$ cat src/rtl/pcie_rq_np_throttle.sv
// Non-posted read throttle between the DMA RQ stream and the PCIe core requester port.
// Optional statistics outputs are enabled by defining PCIE_RQ_NP_STATS_EN.
module pcie_rq_np_throttle #(
    parameter int MAX_OUTSTANDING = 32,
    parameter int CREDIT_HOLDOFF  = 4
) (
    input  logic         user_clk,
    input  logic         reset_n,
    input  logic [255:0] in_rq_tdata,
    input  logic [59:0]  in_rq_tuser,
    input  logic [7:0]   in_rq_tkeep,
    input  logic         in_rq_tlast,
    input  logic         in_rq_tvalid,
    output logic         in_rq_tready,
    output logic [255:0] out_rq_tdata,
    output logic [59:0]  out_rq_tuser,
    output logic [7:0]   out_rq_tkeep,
    output logic         out_rq_tlast,
    output logic         out_rq_tvalid,
    input  logic         out_rq_tready,
    input  logic [1:0]   pcie_tfc_nph_av,
    input  logic [31:0]  rc_tdata_lo,
    input  logic         rc_tlast,
    input  logic         rc_tvalid,
    input  logic         rc_tready,
    output logic [7:0]   np_outstanding,
    output logic         np_stalled
`ifdef PCIE_RQ_NP_STATS_EN
    ,
    output logic [31:0]  stat_np_issued,
    output logic [31:0]  stat_stall_cycles
`endif
);

    typedef enum logic [0:0] {
        ST_IDLE = 1'b0,
        ST_PASS = 1'b1
    } state_e;

    localparam logic [7:0] MAX_OUT_C = 8'(MAX_OUTSTANDING);
    localparam logic [3:0] HOLDOFF_C = 4'(CREDIT_HOLDOFF);

    state_e     state_q, state_d;
    logic [7:0] np_cnt_q, np_cnt_d;
    logic [3:0] holdoff_q, holdoff_d;
    logic       rc_sop_q, rc_sop_d;
    logic       is_mrd_s, credit_ok_s, mrd_admit_s;
    logic       rc_acc_s, cpl_done_s;
    logic       rc_lo_unused_s;

    assign out_rq_tdata   = in_rq_tdata;
    assign out_rq_tuser   = in_rq_tuser;
    assign out_rq_tkeep   = in_rq_tkeep;
    assign out_rq_tlast   = in_rq_tlast;
    assign np_outstanding = np_cnt_q;
    assign rc_lo_unused_s = ^{rc_tdata_lo[31], rc_tdata_lo[29:0]};

    // Gate FSM: the SOP is held upstream in IDLE and only flows once in PASS
    always_comb begin
        state_d       = state_q;
        out_rq_tvalid = 1'b0;
        in_rq_tready  = 1'b0;
        np_stalled    = 1'b0;
        mrd_admit_s   = 1'b0;
        is_mrd_s      = (in_rq_tdata[78:75] == 4'b0000);
        credit_ok_s   = (pcie_tfc_nph_av >= 2'd2) && (np_cnt_q < MAX_OUT_C) && (holdoff_q == 4'd0);
        case (state_q)
            ST_IDLE: begin
                if (in_rq_tvalid && (!is_mrd_s || credit_ok_s)) begin
                    state_d     = ST_PASS;
                    mrd_admit_s = is_mrd_s;
                end else begin
                    np_stalled  = in_rq_tvalid;
                end
            end
            ST_PASS: begin
                out_rq_tvalid = in_rq_tvalid;
                in_rq_tready  = out_rq_tready;
                if (in_rq_tvalid && out_rq_tready && in_rq_tlast) begin
                    state_d = ST_IDLE;
                end else begin
                    state_d = ST_PASS;
                end
            end
            default: begin
                state_d = ST_IDLE;
            end
        endcase
    end

    // Outstanding-read bookkeeping from admits and snooped completions
    always_comb begin
        rc_acc_s   = rc_tvalid && rc_tready;
        cpl_done_s = rc_acc_s && rc_sop_q && rc_tdata_lo[30];
        if (rc_acc_s) begin
            rc_sop_d = rc_tlast;
        end else begin
            rc_sop_d = rc_sop_q;
        end
        if (mrd_admit_s) begin
            holdoff_d = HOLDOFF_C;
        end else if (holdoff_q != 4'd0) begin
            holdoff_d = holdoff_q - 4'd1;
        end else begin
            holdoff_d = holdoff_q;
        end
        case ({mrd_admit_s, cpl_done_s})
            2'b10:   np_cnt_d = np_cnt_q + 8'd1;
            2'b01:   np_cnt_d = (np_cnt_q != 8'd0) ? np_cnt_q - 8'd1 : np_cnt_q;
            default: np_cnt_d = np_cnt_q;
        endcase
    end

    // State and counter registers
    always_ff @(posedge user_clk or negedge reset_n) begin
        if (!reset_n) begin
            state_q   <= ST_IDLE;
            np_cnt_q  <= 8'd0;
            holdoff_q <= 4'd0;
            rc_sop_q  <= 1'b1;
        end else begin
            state_q   <= state_d;
            np_cnt_q  <= np_cnt_d;
            holdoff_q <= holdoff_d;
            rc_sop_q  <= rc_sop_d;
        end
    end

`ifdef PCIE_RQ_NP_STATS_EN
    logic [31:0] stat_np_issued_q, stat_stall_cycles_q;

    assign stat_np_issued    = stat_np_issued_q;
    assign stat_stall_cycles = stat_stall_cycles_q;

    // Saturating statistics counters
    always_ff @(posedge user_clk or negedge reset_n) begin
        if (!reset_n) begin
            stat_np_issued_q    <= 32'd0;
            stat_stall_cycles_q <= 32'd0;
        end else begin
            if (mrd_admit_s && (stat_np_issued_q != 32'hFFFF_FFFF)) begin
                stat_np_issued_q <= stat_np_issued_q + 32'd1;
            end else begin
                stat_np_issued_q <= stat_np_issued_q;
            end
            if (np_stalled && (stat_stall_cycles_q != 32'hFFFF_FFFF)) begin
                stat_stall_cycles_q <= stat_stall_cycles_q + 32'd1;
            end else begin
                stat_stall_cycles_q <= stat_stall_cycles_q;
            end
        end
    end
`endif

    pcie_rq_np_throttle_chk u_chk (
        .clk       (user_clk),
        .rst_n     (reset_n),
        .cpl_done  (cpl_done_s),
        .mrd_admit (mrd_admit_s),
        .cnt       (np_cnt_q)
    );

endmodule

// A completion with nothing outstanding means the request/completion accounting is broken.
module pcie_rq_np_throttle_chk (
    input logic       clk,
    input logic       rst_n,
    input logic       cpl_done,
    input logic       mrd_admit,
    input logic [7:0] cnt
);
    underflow_a: assert property (@(posedge clk) disable iff (!rst_n)
        !(cpl_done && !mrd_admit && (cnt == 8'd0)))
        else $error("np_outstanding decrement requested at zero");
endmodule

$ cat config.mk
export PLATFORM = sky130hd
export DESIGN_NAME = pcie_rq_np_throttle
export DESIGN_NICKNAME = d
export VERILOG_FILES = /design/src/rtl/pcie_rq_np_throttle.sv
export SDC_FILE = /design/constraint.sdc
export NUM_CORES = 1
export LEC_CHECK = 0
export BUFFER_PORTS_ARGS = -buffer_cell sky130_fd_sc_hd__clkbuf_2
export CORE_AREA = 4 4 275 277
export DETAILED_ROUTE_END_ITERATION = 10
export DIE_AREA = 0 0 279 281
export GPL_TIMING_DRIVEN = 0
export PLACE_DENSITY_LB_ADDON = 0.15
export SLEW_MARGIN = 5
export SYNTH_ARGS = -nofsm -noshare
export SYNTH_HDL_FRONTEND = slang
export SYNTH_SLANG_ARGS = --single-unit
$ cat constraint.sdc
create_clock -name user_clk -period 3.1 [get_ports user_clk]
set_clock_uncertainty 0.05 [all_clocks]
set_input_delay 0.775 -clock user_clk [delete_from_list [all_inputs] [get_ports user_clk]]
set_output_delay 0.775 -clock user_clk [all_outputs]
set_load 0.01 [all_outputs]
==> metrics.cfg <==
[status]
outcome = complete, no violations

[logic_synthesis]
yosysUniqueCellTypes = 34
synth_flop_cell = dfrtp_1
synth_fa_ha_area_frac = 0.01152
synth_edf_count = 0
netlist_area_um2 = 3258
ys_warn_count = 0
synth-async-reset-ratio = 1.000
ys_ff_latch = 14
synth_compound_area_frac = 0.02880
synth.area.mux_share = 0.008065
yosys.area_share.simple = 0.06989
synth.largest_area_cell = buf_4
synth_top_family_by_area = buffers and inverters
synth_area_leaders = buf_4, dfrtp_1, xnor2_1
avgSynthCellArea_um2 = 8.045
syn_inst = 405
netlist.area_leader.share = 0.7488
syn-num-nets = 774
synthXorXnorAreaFrac = 0.02151
synth-seq-area-share = 0.1079

[die]
die_area_um2 = 78400
core_area_um2 = 72830
die_w_um = 279
num_rows = 99
die_y_um = 281
io-pin-count = 702
start_util = 0.04473

[timing]
rsz0062_at_grt = false
fmax_ghz = 0.3426
finalSetupTns_ps = 0
period_share = 0.9417
finalHoldViolCount = 0
period_minus_slack_ps = 2919
maxSlewHeadroom = 0.6505
setup_violations = 0
tightestPinTransition_ps = 520.3
setup_slack_ps = 180.7
slew_viol_final = 0

[cells_and_area]
nets = 1130
regArea_um2 = 351.6
n_fill_cell = 8622
syn_to_final_growth_pct = 95.28
mostFrequentLayoutCell = clkbuf_2
antenna_cells = 0
multi_input_area_um2 = 509.2
stdcell_count = 1719
drive_gt1_frac = 0.9132
final_util = 0.08735
mostFrequentLayoutCells = clkbuf_2, buf_4, dfrtp_1, nor2_1, xnor2_1

[setup_path]
cp.arrival_ps = 2090
rr_worst_depth = 12
start_kind = input pin
rr_endpoint = np_outstanding[6]$_DFFE_PN0P_
r2r_slack_ps = 280
crit_path_top_delay_cell = or4_4
crit_required_ps = 2270
criticalPathCategory = in -> out
crit_start = in_rq_tdata[76]
crit_family = simple AND/OR/NAND/NOR gates
end_kind = primary output
path_max_fanout = 3
r2r_start = holdoff_q[0]$_DFFE_PN0P_
path_cells = clkbuf_2 > or4_4 > nor2b_4 > buf_4 > buf_4 > nor2b_1 > clkbuf_2
cp.buffers_inverters = 4
critPathMaxStageDelay_ps = 580

[pwr]
peakVddDrop_mv = 0.1520
powerDensity_nw_per_um2 = 271.8
leakage_nw = 3.442

[routing]
first_pass_iters = 4
ant_nets = 0
vias = 3528
via_per_inst = 2.052
wl_per_cell_um = 10.50
drt_iter0_markers = 44
routed_wl_um = 18050
drc = 0

[grt]
grt_util_all_layers = 0.03716
grt_max_degree = 15
use_met1 = 0.03013
met2_usage = 0.08534
busiest_layer = met2
first_global_vias = 3575
use_met3 = 0.01155
grt_remaining_overflow = 0
grt_first_pass_wirelength_um = 22000
antenna_found_initial = 1

[clock_tree]
clockRootBuffer = clkbuf_16
clock_sinks = 14
cts.path.max_buffers = 2
htree_levels = 1
cts_inserted_buffers = 3
insertion_delay_ps = 250
tritoncts = done
clkTransAtPathRegs_ps = 60

[place]
gp_congestion = 0.7472
placedCellCount = 1713
io_buffer_count = 349
hpwl_um = 17160
place_ws_ps = -506.2

[job]
maxCapViolCount = 0

[hold_path]
min_path_type = in -> async

[metal layers]
metal  vias up  wire, um
li1       1653         -
met1      1563      4604
met2       303     11300
met4         0       101
met5         -         0
met3         9      2039
[how the worst max path moves through the flow]
stage                     slack [ps]  cells after the start                            end
final                            180                      7                     np_stalled
after global routing              80                     11  np_outstanding[6]$_DFFE_PN0P_
after CTS                         10                     11  np_outstanding[6]$_DFFE_PN0P_
after detailed placement        -510                     11  np_outstanding[6]$_DFFE_PN0P_
after global placement          -520                     11  np_outstanding[6]$_DFFE_PN0P_
after floorplan                    1                     10  np_outstanding[6]$_DFFE_PN0P_
[sequential cells by signal, indices dropped and copies added, names as in the netlist]
register / cells
state_q: 1
np_outstanding: 8
rc_sop_q: 1
holdoff_q: 4
[through the flow]
step / hold WS [ps] / cell area (um2) / power [W]
after global placement: 469.9 / 6211 / 0.001452
after detailed placement: 465.9 / 6211 / 0.001437
after CTS: 436.1 / 6342 / 0.001766
final: 398.4 / 6362 / 0.001730
after floorplan: 429.4 / 3264 / 0.001015
after global routing: 450.8 / 6362 / 0.001871
[cell usage after synthesis, types with 2 or more instances]
library cell  instances
nand2b_1              2
xnor2_1               7
nor3_1                4
nand2_1               4
nand3_1               2
nor2b_1               3
and2_1                3
a22oi_1               3
dfrtp_1              13
buf_4               325
inv_1                 3
a21o_1                2
or3_1                 3
and3_1                3
nor2_1                7
ha_1                  3
[power breakdown]
| part | leakage, nW | internal [W] | total (W) | switching, W |
|---|---|---|---|---|
| Combinational | 3.23 | 0.000591 | 0.00107 | 0.000483 |
| Sequential | 0.170 | 0.000256 | 0.000367 | 0.000111 |
| Clock | 0.0442 | 0.000196 | 0.000288 | 0.0000917 |
| Total | 3.44 | 0.00104 | 0.00173 | 0.000686 |
[cells by family (layout without fill, tap and decap cells)]
group           after synthesis  after routing
compound gates               12             12
flops                        14             14
mux                           2              2
xor+xnor                      8              8
buf+inv                     328            683
simple gates                 38             38
fa+ha+maj                     3              3
[final cells by class]
type	instances	share of cell area
buffer	325	0.3835
timing repair buffer	351	0.2769
tap	959	0.1886
multi-input combinational	63	0.08004
sequential	14	0.05526
clock buffer	4	0.01396
inverter	3	0.001770
[timing repair]
| item | CTS | global route |
|---|---|---|
| setup endpoints to repair | 1 | 1 |
| buffers inserted | 1 | 1 |
| hold buffers | 0 | 0 |
| pin swaps | 2 | 3 |
| resized for setup | 7 | 3 |
No activity file was read; power rests on OpenSTA's default activity.
